===== src/rtl/aes_out_serializer.sv =====
// rtl/aes_out_serializer.sv - two-block ciphertext buffer emitting one byte per transfer
// Optional out_last port is enabled by defining AES_SER_LAST_EN.
module aes_out_serializer #(
  parameter bit MSB_FIRST = 1'b1
) (
  input  logic         clk,
  input  logic         rst,
  input  logic         blk_valid,
  input  logic [127:0] blk_data,
  output logic [7:0]   out_data,
  output logic         out_valid,
  input  logic         out_ready,
  output logic         busy,
`ifdef AES_SER_LAST_EN
  output logic         out_last,
`endif
  output logic         overflow
);

  typedef enum logic {S_IDLE, S_SEND} state_t;

  state_t       state_q, state_d;
  logic [127:0] mem_q [2];
  logic         wr_ptr_q, wr_ptr_d;
  logic         rd_ptr_q, rd_ptr_d;
  logic [1:0]   count_q, count_d;
  logic [3:0]   idx_q, idx_d;
  logic         ovf_q, ovf_d;
  logic         xfer, pop, push;
  logic [3:0]   byte_sel;
  logic [127:0] head;

  always_comb begin
    state_d  = state_q;
    wr_ptr_d = wr_ptr_q;
    rd_ptr_d = rd_ptr_q;
    count_d  = count_q;
    idx_d    = idx_q;
    ovf_d    = ovf_q;
    xfer     = (state_q == S_SEND) && out_ready;
    pop      = xfer && (idx_q == 4'hF);
    // A full FIFO still accepts when the head finishes on the same edge.
    push     = blk_valid && ((count_q != 2'd2) || pop);

    if (xfer) idx_d = idx_q + 4'd1;
    if (pop) rd_ptr_d = ~rd_ptr_q;
    if (push) wr_ptr_d = ~wr_ptr_q;
    if (blk_valid && !push) ovf_d = 1'b1;
    count_d = count_q + {1'b0, push} - {1'b0, pop};

    case (state_q)
      S_IDLE: if (push) state_d = S_SEND;
      S_SEND: if (pop && (count_d == 2'd0)) state_d = S_IDLE;
      default: state_d = S_IDLE;
    endcase
  end

  always_ff @(posedge clk) begin
    if (rst) begin
      state_q  <= S_IDLE;
      wr_ptr_q <= 1'b0;
      rd_ptr_q <= 1'b0;
      count_q  <= 2'd0;
      idx_q    <= 4'd0;
      ovf_q    <= 1'b0;
    end else begin
      state_q  <= state_d;
      wr_ptr_q <= wr_ptr_d;
      rd_ptr_q <= rd_ptr_d;
      count_q  <= count_d;
      idx_q    <= idx_d;
      ovf_q    <= ovf_d;
    end
  end

  always_ff @(posedge clk) begin
    if (push && !rst) mem_q[wr_ptr_q] <= blk_data;
  end

  // Byte 15 of the block lives in bits [127:120], so MSB-first walks indices downward.
  assign byte_sel  = MSB_FIRST ? ~idx_q : idx_q;
  assign head      = mem_q[rd_ptr_q];
  assign out_valid = (state_q == S_SEND);
  assign out_data  = out_valid ? head[{byte_sel, 3'b000} +: 8] : 8'h00;
  assign busy      = (count_q != 2'd0);
  assign overflow  = ovf_q;
`ifdef AES_SER_LAST_EN
  assign out_last  = out_valid && (idx_q == 4'hF);
`endif

endmodule


===== config.mk =====
export PLATFORM = sky130hd
export DESIGN_NAME = aes_out_serializer
export DESIGN_NICKNAME = d
export VERILOG_FILES = /design/src/rtl/aes_out_serializer.sv
export SDC_FILE = /design/constraint.sdc
export NUM_CORES = 1
export LEC_CHECK = 0
export CAP_MARGIN = 20
export CORE_UTILIZATION = 49
export CTS_CLUSTER_DIAMETER = 120
export DETAILED_ROUTE_END_ITERATION = 10
export PLACE_DENSITY = 0.87
export SLEW_MARGIN = 20
export SYNTH_ARGS = -nofsm -noshare
export SYNTH_HDL_FRONTEND = slang
export SYNTH_SLANG_ARGS = --single-unit

===== constraint.sdc =====
create_clock -name clk -period 11.8 [get_ports clk]
set_clock_uncertainty 0.15 [all_clocks]
set_input_delay 1.18 -clock clk [delete_from_list [all_inputs] [get_ports clk]]
set_output_delay 1.18 -clock clk [all_outputs]
set_load 0.005 [all_outputs]

==> results of run 1 <==
synth_stat cells (all sizes together):
library cell     n  area [um^2]
or2b             1         8.76
o2111ai          2         17.5
a21oi            4         20.0
clkdlybuf4s25    2         20.0
nand2            6         22.5
ha               3         37.5
or2              2         12.5
o221ai           8         70.1
nor3             1         5.00
inv              3         11.3
or3              1         6.26
and3             2         12.5
xor2             2         17.5
a221oi           6         52.6
edfxtp         256         7690
dfxtp           11          220
a31oi            9         56.3
mux4            56         1430
nor3b            1         7.51
xnor2            4         35.0
mux2            16          180
a22oi            8         60.1
a211oi           1         7.51
and2             1         6.26
o21ai            8         40.0
buf             11          108
nor2b            4         25.0
clkbuf          13          129
nand3            3         15.0
mux2i           16          160
nand2b           1         6.26
nor2            10         37.5
state kept, by name, summed over array words and instances, names as in the netlist, named ones only:
signal / count
mem_q: 256
idx_q: 4
count_q: 2
out_valid: 1
overflow: 1
rd_ptr_q: 1
wr_ptr_q: 1
per-layer routing:
metal | routed length, um | global-route usage, % | up-vias
li1 | - | - | 2338
met1 | 8150 | 24.2 | 2694
met2 | 11000 | 33.8 | 212
met3 | 1580 | 3.83 | 30
met4 | 290 | 4.02 | 0
met5 | 0 | 0 | -
power breakdown:
group | internal, mW | leakage, nW | switching [mW]
combinational | 0.0748 | 1.31 | 0.0629
sequential | 1.08 | 2.44 | 0.0128
clock | 0.397 | 0.355 | 0.337
final cells by class:
cell class,instances,area share (%)
Multi-Input combinational cell,176,18.4
Inverter,3,0.0874
Clock buffer,30,5.00
Sequential cell,267,61.4
Clock inverter,16,0.884
Tap cell,275,2.67
Timing Repair Buffer,150,11.5
cells by family (layout without fill, tap and decap cells):
| kind of cell | Yosys count | in the layout | share of synthesized area [%] |
|---|---|---|---|
| flops | 267 | 267 | 75.1 |
| mux | 88 | 88 | 16.8 |
| compound gates | 46 | 46 | 3.08 |
| simple gates | 33 | 33 | 1.57 |
| buf+inv | 29 | 199 | 2.54 |
| xor+xnor | 6 | 6 | 0.499 |
| fa+ha+maj | 3 | 3 | 0.357 |
metrics by stage:
step / hold WS [ps] / setup WS (ps) / power (mW) / cells
finish: 365 / 6890 / 1.97 / 917
global route: 394 / 6780 / 2.03 / 917
CTS: 364 / 6770 / 1.98 / 916
detailed placement: 355 / 6250 / 1.25 / 870
global placement: 348 / 6460 / 1.24 / 870
floorplan: 310 / 371 / 1.18 / 472
final timing paths:
check	depth (start not counted)	endpoint
worst min-delay path	2	wr_ptr_q
worst max register to register	6	mem_q[1][3]
worst min register to register	2	wr_ptr_q
worst max-delay path	6	out_data[6]
worst max-delay path, delay by kind of cell (launching register included):
family,cells,cell delay (ps)
AO/OA/AOI/OAI,3,880
buffers and inverters,2,1210
multiplexers,1,180
flip-flops,1,760
==> key figures, run 1 <==
Clock network
  – Clock Sinks: 267
  – Bufs on Longest Clock Path: 3
  – Cell at the root of the clock tree: sky130_fd_sc_hd__clkbuf_16
  – Clock insertion delay at the later pin of the skew report: 520 ps
  – Clock tree from TritonCTS: yes
  – Post CTS Setup Buffer Count: 0
  – Clock H-tree levels: 1
  – Hold Buf Count CTS: 0
  – TritonCTS Buffers: 25
  – Clock-pin slew on the worst setup and hold paths: 70 ps
  – Post-cts sizing count: 0

Timing
  – Fin. max-slew vios: 0
  – Highest clock rate: roughly 0.20 GHz
  – Unrepaired setup endpoints after global routing: no
  – Actual transition at the worst max-transition pin: approximately 1100 ps
  – Final hold vios: 0
  – Accumulated negative setup slack: 0 ps
  – Setup violators final: 0
  – Time the final worst path needs with I/O delays and setup: approximately 4900 ps
  – Crit share post-route: 41.6%
  – Rel. slew slack: 29.7%

Floorplanning
  – Initial Utilization: ~50%
  – Row Count: between 50 and 60
  – Placeable Area: 21,000 um^2
  – Number of top-level pins: 143
  – Full die area: between 20,000 and 25,000 um^2
  – Die width: 149 um
  – Die Y: about 150 um

Cells and area
  – Post-Layout Inst Area: around 13,000 um^2
  – Commonest non-fill, non-tap cell in the layout: sky130_fd_sc_hd__edfxtp_1
  – Synth-to-layout area growth: 22.3%
  – Nets: 758
  – Area of all sequential standard cells: 7910 um^2
  – Final core utilization: roughly 61%
  – Commonest cells after routing, fill and taps aside: sky130_fd_sc_hd__edfxtp_1, sky130_fd_sc_hd__clkdlybuf4s50_1, sky130_fd_sc_hd__mux4_1
  – Number of fill cells in the layout: 1,396
  – Antenna diode count: 0
  – Fraction of layout instances using a drive strength above 1: 12.6%
  – Footprint of the multi-input gates: 2370 um^2

Synthesis
  – Avg Synthesized Cell Area: between 20 and 25 um^2
  – Sequential cell area fraction in the yosys report: 75.1%
  – Nets in the synthesized netlist: about 600
  – Post-Syn Instances: 472
  – Post-Synthesis Cell Area: 10,500 um^2
  – Synth Register Bits: approximately 270
  – Yosys cell types: 39
  – Warnings, synthesis: 0

Global routing
  – Initial antenna violation count: 0
  – First-pass GRT wire length: just over 30,000 um
  – Overall overflow remaining after global route: 0
  – Number of global-route vias before repair: about 5,500
  – Pin count of the biggest net entering global routing: 56
  – GRT Overall Usage: 19.0%

Critical path
  – Data arrival at the endpoint of the critical path: 3580 ps
  – Start of the worst register-to-register path: idx_q[0]
  – Critical path, cell by cell: buf_4 -> mux2i_1 -> a221oi_1 -> o21ai_0 -> a31oi_1 -> clkdlybuf4s50_1
  – Critical path's largest stage delay: 760 ps
  – R2r setup slk: ~7400 ps
  – Kind of launch point of the worst setup path: flip-flop
  – Start-to-end type of the worst setup path: flip-flop to output pin
  – Data required time at the worst endpoint: 10,470 ps
  – Kind of end point of the critical path: output pin
  – Highest-delay cell along the critical path: sky130_fd_sc_hd__dfxtp_4
  – Maximum fanout encountered on the critical timing path: 37

Placed design
  – Final weighted congestion in routability-driven placement: 0.749
  – Detail Placement HPWL: 14,300 um
  – Total of buffers placed on input and output ports: approximately 140
  – Placed Instance Area: 12,100 um^2

Drt
  – First-pass iteration count of the detailed router: 5
  – Detail Route Antenna Nets: 0
  – Detailed-route vias per instance: 5.75
  – Starting DRC count in detailed routing: 439
  – DR WL/cell: around 23 um
  – Total Routed Length: 21,000 um
  – Routed via count: 5,274
  – Number of remaining DRC errors: 0

Power and ir drop
  – Maximum vdd drop: approximately 130 uV
  – Leak pwr: 4.10 nW
  – Pwr Density: 153 nW/um^2

Run
  – MaxCap Viol Count: 0

Outcome
  – Outcome: finished, final reports clean

Hold path
  – HP Start: wr_ptr_q
  – Class of the tightest hold or removal check: flip-flop to flip-flop
Power figures use the tool's default switching activity.
==> run 2: changes to the inputs <==
--- a/config.mk
+++ b/config.mk
@@ -6,10 +6,10 @@
 export NUM_CORES = 1
 export LEC_CHECK = 0
 export CAP_MARGIN = 20
-export CORE_UTILIZATION = 49
+export CORE_UTILIZATION = 55
 export CTS_CLUSTER_DIAMETER = 120
 export DETAILED_ROUTE_END_ITERATION = 10
-export PLACE_DENSITY = 0.87
+export PLACE_DENSITY = 0.92
 export SLEW_MARGIN = 20
 export SYNTH_ARGS = -nofsm -noshare
 export SYNTH_HDL_FRONTEND = slang
==> constraint.sdc (replaced) <==
create_clock -name clk -period 4.9 [get_ports clk]
set_clock_uncertainty 0.15 [all_clocks]
set_input_delay 0.49 -clock clk [delete_from_list [all_inputs] [get_ports clk]]
set_output_delay 0.49 -clock clk [all_outputs]
set_load 0.005 [all_outputs]
==> run 2 against run 1 <==
Against the previous run: sequential share of layout area shrank 0.36 points; largest cell class unchanged; setup slack lost 6300 ps; first-iteration DRC count shrank 0.46%; die area shrank 11%; register-to-register slack lost 6000 ps; highest routed layer unchanged; largest power group unchanged; combinational power grew 140%; wire length shrank 0.62%; clock-buffer cell count grew 5; power grew to 2.5 times the previous value.
==> key figures, run 2 (synthesized netlist as in run 1, its figures left out) <==
Clock network
  – Clock insertion delay at the later pin of the skew report: 510 ps (about the same)
  – Hold Buf Count CTS: 0 (unchanged)
  – Post-cts sizing count: 0 (unchanged)
  – Clock tree from TritonCTS: yes
  – Clock Sinks: 267 (unchanged)
  – TritonCTS Buffers: 26 (+4.0%)
  – Cell at the root of the clock tree: sky130_fd_sc_hd__clkbuf_16
  – Post CTS Setup Buffer Count: 0 (unchanged)
  – Clock-pin slew on the worst setup and hold paths: 60 ps (about the same)
  – Bufs on Longest Clock Path: 3 (unchanged)
  – Clock H-tree levels: 1 (unchanged)

Drt
  – DR WL/cell: 23.8 um (+3.9%)
  – Total Routed Length: 20,900 um (-0.62%)
  – Detailed-route vias per instance: 5.96 (+3.7%)
  – Number of remaining DRC errors: 0 (unchanged)
  – Detail Route Antenna Nets: 0 (unchanged)
  – Routed via count: 5,231 (-0.82%)
  – First-pass iteration count of the detailed router: 4 (-1)
  – Starting DRC count in detailed routing: 437 (-0.46%)

Power and ir drop
  – Combinational cell fraction of total power: 6.6% (-0.4 points)
  – Internal power: 4.02 mW (+160%)
  – Pwr Density: 386 nW/um^2 (+150%)
  – Reg power frac: 52.9% (-2.8 points)
  – Power spent charging and discharging nets: 0.971 mW (+140%)
  – Maximum vdd drop: 331 uV (+160%)
  – Leak pwr: 4.16 nW (+1.4%)
  – Net switching fraction of the power: 19.4% (-1.5 points)
  – Clk pwr share: 40.5% (+3.2 points)

Critical path
  – Kind of end point of the critical path: output pin
  – Kind of launch point of the worst setup path: flip-flop
  – Cell count of the worst reg-to-reg path: 5 (-1)
  – Start of the worst register-to-register path: idx_q[0]
  – Capturing point of the worst reg2reg path: mem_q[1][44]
  – Data required time at the worst endpoint: 4260 ps (-6210 ps)
  – R2r setup slk: 1460 ps (-5950 ps)
  – Start-to-end type of the worst setup path: flip-flop to output pin
  – Data arrival at the endpoint of the critical path: 3670 ps (+90 ps)
  – Maximum fanout encountered on the critical timing path: 52 (+41%)

Timing
  – Final hold vios: 0 (unchanged)
  – Crit share post-route: 88.0%
  – Fin. max-slew vios: 0 (unchanged)
  – Time the final worst path needs with I/O delays and setup: 4310 ps
  – Rel. slew slack: 29.0% (-0.78 points)
  – Setup violators final: 0 (unchanged)
  – Accumulated negative setup slack: 0 ps (unchanged)
  – Unrepaired setup endpoints after global routing: no
  – Actual transition at the worst max-transition pin: 1070 ps (+13.2 ps)
  – Highest clock rate: 0.232 GHz

Cells and area
  – Fraction of layout instances using a drive strength above 1: 12.5% (-0.16 points)
  – Synth-to-layout area growth: 23.1%
  – Final core utilization: 69.3% (+8.0 points)
  – Number of fill cells in the layout: 1,125 (-19%)
  – Commonest cells after routing, fill and taps aside: sky130_fd_sc_hd__edfxtp_1, sky130_fd_sc_hd__clkdlybuf4s50_1, sky130_fd_sc_hd__mux4_1
  – Commonest non-fill, non-tap cell in the layout: sky130_fd_sc_hd__edfxtp_1
  – Flip-flop count of the largest register after layout: 256 (unchanged)
  – Footprint of the multi-input gates: 2380 um^2 (+0.74%)
  – Nets: 757 (-0.13%)
  – Area of all sequential standard cells: 7910 um^2 (unchanged)
  – Top register by number of flip-flops: mem_q
  – Leading registers by flop count: mem_q: 256 flops, idx_q: 4 flops, count_q: 2 flops

Global routing
  – Number of global-route vias before repair: 5,701 (+3.0%)
  – Pin count of the biggest net entering global routing: 83 (+48%)
  – Overall overflow remaining after global route: 0 (unchanged)
  – Initial antenna violation count: 0 (unchanged)
  – First-pass GRT wire length: 31,300 um (+1.3%)
  – GRT Overall Usage: 21.6% (+2.5 points)

Floorplanning
  – Row Count: 50 (-5.7%)
  – Full die area: 19,700 um^2 (-11%)
  – Placeable Area: 18,700 um^2 (-11%)
  – Die width: 140 um (-5.5%)
  – Die Y: 140 um (-5.5%)
  – Initial Utilization: 56.3% (+6.2 points)
  – Number of top-level pins: 143 (unchanged)

Placed design
  – Final weighted congestion in routability-driven placement: 0.739 (-1.4%)
  – Detail Placement HPWL: 13,800 um (-3.2%)
  – Total of buffers placed on input and output ports: 142 (unchanged)

Hold path
  – Worst Hold Depth: 2 (unchanged)
  – HP Start: overflow
  – Class of the tightest hold or removal check: flip-flop to flip-flop
  – Worst Hold Path EP: overflow

Outcome
  – Outcome: finished, final reports clean

Run
  – MaxCap Viol Count: 0 (unchanged)
## run 2: power by group through the flow
stage | Clock, mW | Sequential [mW] | Combinational [mW]
global placement | 0 | 2.68 | 0.314
CTS | 2.05 | 2.65 | 0.330
global route | 2.14 | 2.65 | 0.349
floorplan | 0 | 2.68 | 0.145
detailed placement | 0 | 2.69 | 0.327
finish | 2.02 | 2.64 | 0.327
## run 2: through the flow
step	std cells	hold slack [ps]	setup slack (ps)	power [mW]	area, um^2
6_report	877	362	587	4.99	13000
5_1_grt	876	388	422	5.14	13000
4_1_cts	876	369	572	5.03	13000
3_5_place_dp	828	357	1230	3.02	12100
3_3_place_gp	828	345	1340	3.00	12100
2_1_floorplan	472	310	5.90	2.83	10600
## run 2: worst max-delay path: stages (launching register included)
cell and delay (ps):
sky130_fd_sc_hd__dfxtp_4 950, sky130_fd_sc_hd__buf_4 470, sky130_fd_sc_hd__mux2i_1 150, sky130_fd_sc_hd__a221oi_1 430, sky130_fd_sc_hd__o21ai_0 200, sky130_fd_sc_hd__a31oi_1 340
sky130_fd_sc_hd__clkdlybuf4s50_1 600
## run 2: how the worst max path moves through the flow
stage               startpoint           to  slack (ps)  cells past startpoint
global placement     flip-flop  out_data[7]        1340                      5
floorplan            out_ready  mem_q[1][0]           6                      5
CTS                  flip-flop  out_data[0]         570                      6
global route         flip-flop  out_data[0]         420                      6
finish               flip-flop  out_data[0]         590                      6
detailed placement   flip-flop  out_data[0]        1230                      6
## run 2: metal layers
| layer | track usage [%] | part of all wire, % |
|---|---|---|
| met5 | 0 | 0 |
| met4 | 4.63 | 1.3 |
| met3 | 4.34 | 7.6 |
| met2 | 39.4 | 53 |
| met1 | 26.7 | 38 |
## run 2: cell type report
| type | count | share of cell area (%) |
|---|---|---|
| flip-flops and latches | 267 | 61.1 |
| multi-input cells | 176 | 18.4 |
| repair buffers | 148 | 11.3 |
| clock buffers | 35 | 5.52 |
| well taps | 234 | 2.26 |
| clock inverters | 13 | 1.30 |
| inverters | 3 | 0.0869 |
| diodes | 1 | 0.0193 |
